==> src/rtl/crossing_sequencer.sv <==
// Level-crossing sequencer: warning lamps, amber/red phases, barrier lower/raise,
// occupancy tracking by approach/depart edge counting, tick-based dwell timers.
// Optional OCCUPIED watchdog with FAULT state, enabled by macro CROSSING_WATCHDOG_EN.
// All parameters must lie in 1..65535; timers and prescaler are 16 bits wide.
module crossing_sequencer #(
    parameter int TICK_DIV = 50000,
    parameter int T_WARN   = 3000,
    parameter int T_AMBER  = 2000,
    parameter int T_RED    = 1000,
    parameter int T_LOWER  = 4000,
    parameter int T_RAISE  = 4000,
    parameter int T_CLEAR  = 1000,
    parameter int T_WATCH  = 60000
) (
    input  logic       clk,
    input  logic       rst_n,
    input  logic       approach,
    input  logic       depart,
    input  logic       maint_clr,
    output logic [3:0] present_state,
    output logic       y,
    output logic [1:0] train_cnt,
    output logic       busy,
    output logic       fault
);

    // Internal state identifiers (distinct from output codes, which repeat)
    localparam logic [3:0] S_IDLE  = 4'd0;
    localparam logic [3:0] S_WARN  = 4'd1;
    localparam logic [3:0] S_AMBER = 4'd2;
    localparam logic [3:0] S_RED   = 4'd3;
    localparam logic [3:0] S_LOWER = 4'd4;
    localparam logic [3:0] S_OCC   = 4'd5;
    localparam logic [3:0] S_RAISE = 4'd6;
    localparam logic [3:0] S_CLEAR = 4'd7;
`ifdef CROSSING_WATCHDOG_EN
    localparam logic [3:0] S_FAULT = 4'd8;
`endif

    logic [3:0]  state_q, state_d;
    logic [15:0] timer_q, timer_d;
    logic [15:0] presc_q, presc_d;
    logic [1:0]  sens, sens_q, sens_d, sens_rise;
    logic [1:0]  cnt_q, cnt_d;
    logic [3:0]  ps_q, ps_d;
    logic        y_q, y_d;
    logic        fault_q, fault_d;
    logic        tick;
    logic        timer_done;
    logic        app_rise, dep_rise;

    // Sensor vector: bit 0 approach, bit 1 depart
    assign sens = {depart, approach};

    generate
        for (genvar gi = 0; gi < 2; gi++) begin : g_edge
            assign sens_rise[gi] = sens[gi] & ~sens_q[gi];
        end
    endgenerate

    assign app_rise = sens_rise[0];
    assign dep_rise = sens_rise[1];

    // Free-running prescaler producing a one-cycle tick every TICK_DIV clocks
    always_comb begin
        tick    = (presc_q == 16'(TICK_DIV - 1));
        presc_d = tick ? 16'd0 : presc_q + 16'd1;
        sens_d  = sens;
    end

    // Train counter: saturating up on approach, flooring down on depart, hold on coincidence
    always_comb begin
        cnt_d = cnt_q;
        if (app_rise && !dep_rise && cnt_q != 2'd3) begin
            cnt_d = cnt_q + 2'd1;
        end else if (dep_rise && !app_rise && cnt_q != 2'd0) begin
            cnt_d = cnt_q - 2'd1;
        end
    end

`ifdef CROSSING_WATCHDOG_EN
    logic [15:0] watch_q, watch_d;
`else
    // Watchdog absent: maintenance clear and watchdog limit have no effect
    logic unused_cfg;
    assign unused_cfg = maint_clr | (T_WATCH == 0);
`endif

    // Next-state logic: dwell timer counts down on ticks, transition when it expires at 0
    always_comb begin
        state_d    = state_q;
        timer_d    = timer_q;
        timer_done = tick && (timer_q == 16'd0);
        if (tick && timer_q != 16'd0) begin
            timer_d = timer_q - 16'd1;
        end
`ifdef CROSSING_WATCHDOG_EN
        watch_d = watch_q;
`endif
        case (state_q)
            S_IDLE: begin
                if (cnt_q != 2'd0 || (app_rise && !dep_rise)) begin
                    state_d = S_WARN;
                    timer_d = 16'(T_WARN - 1);
                end
            end
            S_WARN: if (timer_done) begin
                state_d = S_AMBER;
                timer_d = 16'(T_AMBER - 1);
            end
            S_AMBER: if (timer_done) begin
                state_d = S_RED;
                timer_d = 16'(T_RED - 1);
            end
            S_RED: if (timer_done) begin
                state_d = S_LOWER;
                timer_d = 16'(T_LOWER - 1);
            end
            S_LOWER: if (timer_done) begin
                state_d = S_OCC;
                timer_d = 16'd0;
`ifdef CROSSING_WATCHDOG_EN
                watch_d = 16'd0;
`endif
            end
            S_OCC: begin
                // Section empty (possibly already on entry): lift barriers
                if (cnt_q == 2'd0) begin
                    state_d = S_RAISE;
                    timer_d = 16'(T_RAISE - 1);
                end
`ifdef CROSSING_WATCHDOG_EN
                else if (tick) begin
                    if (watch_q == 16'(T_WATCH - 1)) begin
                        state_d = S_FAULT;
                    end else begin
                        watch_d = watch_q + 16'd1;
                    end
                end
`endif
            end
            S_RAISE: if (timer_done) begin
                state_d = S_CLEAR;
                timer_d = 16'(T_CLEAR - 1);
            end
            S_CLEAR: if (timer_done) begin
                state_d = S_IDLE;
                timer_d = 16'd0;
            end
`ifdef CROSSING_WATCHDOG_EN
            S_FAULT: begin
                // Barriers stay down until maintenance confirms an empty section
                if (maint_clr && cnt_q == 2'd0) begin
                    state_d = S_RAISE;
                    timer_d = 16'(T_RAISE - 1);
                end
            end
`endif
            default: begin
                state_d = S_IDLE;
                timer_d = 16'd0;
            end
        endcase
    end

    // Output code decode from the next state so the registered code tracks transitions
    always_comb begin
        ps_d = 4'b0000;
        y_d  = 1'b0;
        case (state_d)
            S_WARN:  ps_d = 4'b0011;
            S_AMBER: ps_d = 4'b0100;
            S_RED:   ps_d = 4'b0101;
            S_LOWER: ps_d = 4'b0110;
            S_OCC:   begin ps_d = 4'b0110; y_d = 1'b1; end
            S_RAISE: begin ps_d = 4'b1010; y_d = 1'b1; end
            S_CLEAR: begin ps_d = 4'b1011; y_d = 1'b1; end
`ifdef CROSSING_WATCHDOG_EN
            S_FAULT: begin ps_d = 4'b0110; y_d = 1'b1; end
`endif
            default: begin ps_d = 4'b0000; y_d = 1'b0; end
        endcase
`ifdef CROSSING_WATCHDOG_EN
        fault_d = (state_d == S_FAULT);
`else
        fault_d = 1'b0;
`endif
    end

    // State, timers, counters and registered outputs
    always_ff @(posedge clk) begin
        if (!rst_n) begin
            state_q <= S_IDLE;
            timer_q <= 16'd0;
            presc_q <= 16'd0;
            sens_q  <= 2'b00;
            cnt_q   <= 2'd0;
            ps_q    <= 4'b0000;
            y_q     <= 1'b0;
            fault_q <= 1'b0;
        end else begin
            state_q <= state_d;
            timer_q <= timer_d;
            presc_q <= presc_d;
            sens_q  <= sens_d;
            cnt_q   <= cnt_d;
            ps_q    <= ps_d;
            y_q     <= y_d;
            fault_q <= fault_d;
        end
    end

`ifdef CROSSING_WATCHDOG_EN
    // Watchdog tick counter for OCCUPIED
    always_ff @(posedge clk) begin
        if (!rst_n) begin
            watch_q <= 16'd0;
        end else begin
            watch_q <= watch_d;
        end
    end
`endif

    assign present_state = ps_q;
    assign y             = y_q;
    assign train_cnt     = cnt_q;
    assign busy          = (state_q != S_IDLE);
    assign fault         = fault_q;

endmodule
==> config.mk <==
export PLATFORM = sky130hd
export DESIGN_NAME = crossing_sequencer
export DESIGN_NICKNAME = d
export VERILOG_FILES = /design/src/rtl/crossing_sequencer.sv
export SDC_FILE = /design/constraint.sdc
export NUM_CORES = 1
export LEC_CHECK = 0
export ABC_AREA = 1
export BUFFER_PORTS_ARGS = -buffer_cell sky130_fd_sc_hd__buf_2
export CORE_MARGIN = 2
export CORE_UTILIZATION = 50
export DETAILED_ROUTE_END_ITERATION = 8
export GPL_ROUTABILITY_DRIVEN = 0
export PLACE_DENSITY = 0.75
export SLEW_MARGIN = 30
export SYNTH_ARGS = -nofsm -noshare
export SYNTH_HDL_FRONTEND = slang
export SYNTH_SLANG_ARGS = --single-unit
==> constraint.sdc <==
create_clock -name clk -period 2.1 [get_ports clk]
set_input_delay 0.42 -clock clk [delete_from_list [all_inputs] [get_ports clk]]
set_output_delay 0.42 -clock clk [all_outputs]
set_load 0.03 [all_outputs]
# Word-level counts from Yosys, hierarchy flattened
# Cells that the tools add are included.
# word_totals
reg_bits	45
latchBits	0
mem_bits_rw	0
rom_bits	0
in_bits	5
output_inout_bits	9
word_cells	74
mem_count	0
# classes
n_addsub	4
n_mul	0
n_div	0
n_lt_le_gt_ge	0
n_eq_ne	16
shift	0
mux	21
n_bitwise	5
n_reduce_logical	21
# op_table
operator	n
16-bit two-way mux	7
16-bit case mux with 6 select lines	1
4-bit by 3-bit equality test with 1-bit output (second input constant)	8
4-bit two-way mux	8
4-bit case mux with 8 select lines	1
4-bit case mux with 6 select lines	1
16-bit by 1-bit adder with 16-bit output (second input constant)	1
16-bit equality test (second input constant)	1
4-bit by 2-bit equality test with 1-bit output (second input constant)	4
16-bit logical NOT	1
16-bit nonzero test	1
16-bit by 1-bit subtractor with 16-bit output (second input constant)	1
4-bit by 1-bit equality test with 1-bit output (second input constant)	2
2-bit OR reduction	4
1-bit logical AND	6
4-bit logical NOT	1
2-bit two-way mux	2
2-bit nonzero test	2
4-bit nonzero test	1
1-bit inverter	3
3-bit OR reduction	1
2-bit by 1-bit adder with 2-bit output (second input constant)	1
1-bit AND	2
1-bit logical NOT	2
other kinds (5)	5

# Longest topological paths before layout
# depth
ltp_word	10
mapped_depth	14
ltp_nobuf	13

# Worst setup path after synthesis
# No wires, ideal clock.
# synth_path
path_kind	register to register
start	register timer_q[0]
end	register timer_q[11]
setup_time_ns	0.132
t_arrival_ns	1.504
required_ns	1.968
path_slack_ns	0.463
path_stages_with_launch	13
path_buffers	1
period_less_slack_ns	1.637
path_cell_list	dfxtp_1 -> inv_1 -> ha_1 -> nand2_1 -> nor2_1 -> nand2_1 -> nor2_2 -> nand2_4 -> buf_6 -> nand3_2 -> nand2_1 -> o21ai_0 -> a21oi_1
# synth_between
elab_chain_cells	5
word_cells_on_any_way	13
classes_between	1 x add/sub; 8 x mux; 4 x reduce/logical
# synth_rtl
element	line	rtl
from (decl)	41	logic [15:0] timer_q, timer_d;
from (signal assigned)	203	timer_q <= timer_d;
branches (longest 4 deep; another with 16-bit by 1-bit subtractor with 16-bit output)	--	
16-bit case mux with 6 select lines *	100	case (state_q)
# Mark *: on every way between the ends.
# A chain may end at the register's enable or synchronous reset.

# Worst setup path in the final report
# layout_path
start	register timer_q[0]
end	register ps_q[2], in the netlist present_state[2]
# layout_between
elab_chain_cells	7
word_cells_on_any_way	18
classes_between	7 x eq/ne; 8 x mux; 3 x reduce/logical
# layout_rtl
element	line	rtl
16-bit logical NOT *	93	timer_done = tick && (timer_q == 16'd0);
1-bit logical AND *	93	
4-bit two-way mux, or another cell as far along	146	S_CLEAR: if (timer_done) begin
4-bit case mux with 8 select lines *	100	
4-bit by 3-bit equality test with 1-bit output	170	case (state_d)
2-bit OR reduction (no source line)	--	
4-bit case mux with 6 select lines *	170	
to (signal assigned)	207	ps_q <= ps_d;
to (decl)	45	logic [3:0] ps_q, ps_d;
# Mark *: on every way between the ends. The rest lies on a longest branch, timed or not.

==> run_results.csv <==
group,metric,value,unit
outcome,run_status,"completed",
clock_network,cts_inserted_buffers,5,
route,drtIter0Drc,128,
place,placement.io_buffers,11,
cells_and_area,mostFrequentLayoutCell,"sky130_fd_sc_hd__nand2_1",
logic_synthesis,seq_area_frac_synth,32.9,%
global_route,grtUsageTotal,21.8,%
clock_network,clkSlewWorstSetupHoldPaths,0.09,ns
floorplanning,chipHeight,78.0,um
timing,timing.setup.tns,0,ns
cells_and_area,area.growth.synth_to_final,8.13,%
logic_synthesis,postSynthRegisterBits,45,
floorplanning,number_of_placement_rows,26,
power_and_ir_drop,peakVddDrop,0.393,mV
logic_synthesis,syn_inst,447,
clock_network,cts.htree.levels,2,
cells_and_area,final_layout_size_suffix_gt1_share,8.21,%
place,dpl.hpwl,4.56,mm
global_route,first_global_vias,2531,
power_and_ir_drop,power_density,596,mW/mm2
worst_hold_path,min-delay-path-class,"in -> reg",
critical_path,worst_setup_startpoint,"timer_q[0]",
logic_synthesis,ys_types,33,
critical_path,crit_path_start_kind,"flip-flop",
critical_path,crit_path_top_delay_cell,"sky130_fd_sc_hd__dfxtp_1",
logic_synthesis,synth_area,0.00274,mm2
critical_path,endpoint,"present_state[2]",
global_route,antenna_found_initial,0,
critical_path,critPathCaptureType,"flip-flop",
floorplanning,die_area,0.00609,mm2
timing,setup_viol,0,
critical_path,regToRegEndpoint,"present_state[2]",
critical_path,crit_reg_reg_startpoint,"timer_q[0]",
floorplanning,die_w,78.0,um
global_route,first_pass_grt_wire_length,10.7,mm
cells_and_area,layout.cells.most_common_list,"sky130_fd_sc_hd__nand2_1 (116), sky130_fd_sc_hd__nor2_1 (77), sky130_fd_sc_hd__inv_1 (66), sky130_fd_sc_hd__dfxtp_1 (45), sky130_fd_sc_hd__nand3_1 (31)",
timing,timing.final.crit_period,1.92,ns
logic_synthesis,synth_area_leaders,"sky130_fd_sc_hd__dfxtp_1 (33%), sky130_fd_sc_hd__nand2_1 (16%), sky130_fd_sc_hd__nor2_1 (11%)",
critical_path,crit_arrival,2.16,ns
critical_path,cpPeakStageDelay,0.32,ns
logic_synthesis,synth_top_cell_area_share,32.9,%
route,first_pass_iteration_count_of_the_detailed_router,5,
logic_synthesis,ys_warn_count,0,
cells_and_area,layout.core_utilization,56.9,%
logic_synthesis,syn_area_per_cell,6.13,um2
route,avgRoutedWirePerCell,11.2,um
timing,timing_max_transition_violations_final,0,
critical_path,cp.required,2.34,ns
timing,timing.clock.skew,0.0119,ns
critical_path,r2r_setup_slack,0.18,ns
power_and_ir_drop,p_leak,1.48,nW
critical_path,worst-path-buf-inv,2,
route,route.detailed.vias_per_inst,5.08,
floorplanning,initial_utilization,52.6,%
place,post-place-ws,0.133,ns
timing,layout_worst_path_cycle_share,91.4,%
global_route,overflow,0,
floorplanning,design.core.area,0.00520,mm2
timing,hold_viol_final,0,
critical_path,critPathMaxFanout,15,
cells_and_area,final_nets,471,
timing,worst_slack,0.181,ns
floorplanning,io_count,14,
route,wl,6.00,mm
logic_synthesis,netlist.top_cell.by_area,"sky130_fd_sc_hd__dfxtp_1",
power_and_ir_drop,design_power_total,0.00177,W
run,maxCapViolations,0,
critical_path,worst-path-stages,12,
critical_path,worst_path_dominant_cell_family,"simple AND/OR/NAND/NOR gates",
cells_and_area,insertedDiodeCount,0,
route,route.vias.total,2705,
cells_and_area,fillCellCount,526,
clock_network,clock-root-buffer,"sky130_fd_sc_hd__clkbuf_8",
timing,unrepaired_setup_endpoints_after_global_routing,"no",
clock_network,clk-insertion-delay-late,0.30,ns
critical_path,critical_path_cell_sequence,"inv_1 > ha_2 > nand2_1 > nor2_1 > nand2_1 > nor2_4 > nand2_4 > clkinv_1 > nand3_1 > nand2_1 > nand3_1 > a21oi_2",
global_route,grt_max_degree,16,
clock_network,clock_path_buffers,2,
critical_path,reg2reg_depth,12,
critical_path,critPathMostFrequentCell,"sky130_fd_sc_hd__nand2_1",
clock_network,tritoncts_clock_tree,"built",
timing,clock.fmax,521,MHz
critical_path,ws_path_type,"reg -> reg",
clock_network,tritoncts_num_sinks,45,
route,final_antenna_net_count,0,
route,drcViolationCount,0,
-- logic make-up (layout without fill, tap and decap cells) --
logic type	after synthesis	in the layout	synth area share [%]
and+or+nand+nor	255	255	39.9
DFF	45	45	32.9
other	1	2	0.137
adders and majority gates	3	3	1.37
buffers and inverters	74	89	10.7
AOI/OAI and AO/OA	58	58	11.5
xor gates and xnor gates	11	11	3.52
-- worst reg2reg max path: cells and delay by family (launching register included) --
family / cells / cell delay, ns
DFF: 1 / 0.32
buffers and inverters: 2 / 0.31
and+or+nand+nor: 8 / 0.86
adders and majority gates: 1 / 0.24
AOI/OAI and AO/OA: 1 / 0.12
-- stage by stage --
stage | instance area, um2 | std cells | hold WS [ns]
2_1_floorplan | 2740 | 448 | 0.418
6_report | 2960 | 533 | 0.309
4_1_cts | 2960 | 533 | 0.306
5_1_grt | 2960 | 533 | 0.327
3_3_place_gp | 2870 | 526 | 0.428
3_5_place_dp | 2870 | 526 | 0.451
-- flip-flops by register name, summed over array words and instances, names as in the netlist --
signal	flops
train_cnt	2
state_q	4
presc_q	16
timer_q	16
y	1
sens_q	2
present_state	4
-- report_power, final --
group | internal, W | switching, W | total, W | leakage (nW)
Sequential | 0.000879 | 0.0000264 | 0.000906 | 0.366
Combinational | 0.000106 | 0.000210 | 0.000316 | 1.07
Clock | 0.000261 | 0.000284 | 0.000545 | 0.0443
-- timing repair --
action	CTS	global route
gates resized for setup	0	3
endpoints found under the setup margin	0	10
hold buffers	0	0
buffers inserted	0	0
-- cell usage after synthesis, drive strengths merged --
cell type,n
nand2,122
nor2,82
inv,68
dfxtp,45
nand3,32
a21oi,28
o21ai,26
nor3,12
xor2,10
nand4,6
buf,4
ha,3
o21a,2
clkbuf,1
clkinv,1
conb,1
nor3b,1
o211a,1
o211ai,1
xnor2,1
-- worst min-delay path by stage --
| stage | slack [ns] | start | to | cells after the start |
|---|---|---|---|---|
| 6_report | 0.31 | approach | sens_q[0] | 3 |
| 5_1_grt | 0.33 | approach | sens_q[0] | 3 |
| 4_1_cts | 0.31 | approach | sens_q[0] | 3 |
| 3_5_place_dp | 0.45 | presc_q[0] | presc_q[0] | 1 |
| 3_3_place_gp | 0.43 | presc_q[0] | presc_q[0] | 1 |
| 2_1_floorplan | 0.42 | presc_q[0] | presc_q[0] | 1 |
-- per-layer routing --
metal	vias up	global-route usage [%]	routed length [um]
met5	-	0	0
met4	0	8.95	117
met3	12	3.56	271
met2	65	37.7	2810
met1	1208	27.0	2800
li1	1420	-	-
-- layout make-up --
| class | instances | area, um2 | share of cell area [%] |
|---|---|---|---|
| sequential | 45 | 901 | 30.4 |
| clock buffer | 7 | 86.3 | 2.91 |
| inverter | 69 | 262 | 8.83 |
| multi-input combinational | 329 | 1560 | 52.5 |
| tap | 70 | 87.6 | 2.96 |
| timing repair buffer | 13 | 70.1 | 2.36 |
No activity file was read; power rests on OpenSTA's default activity.
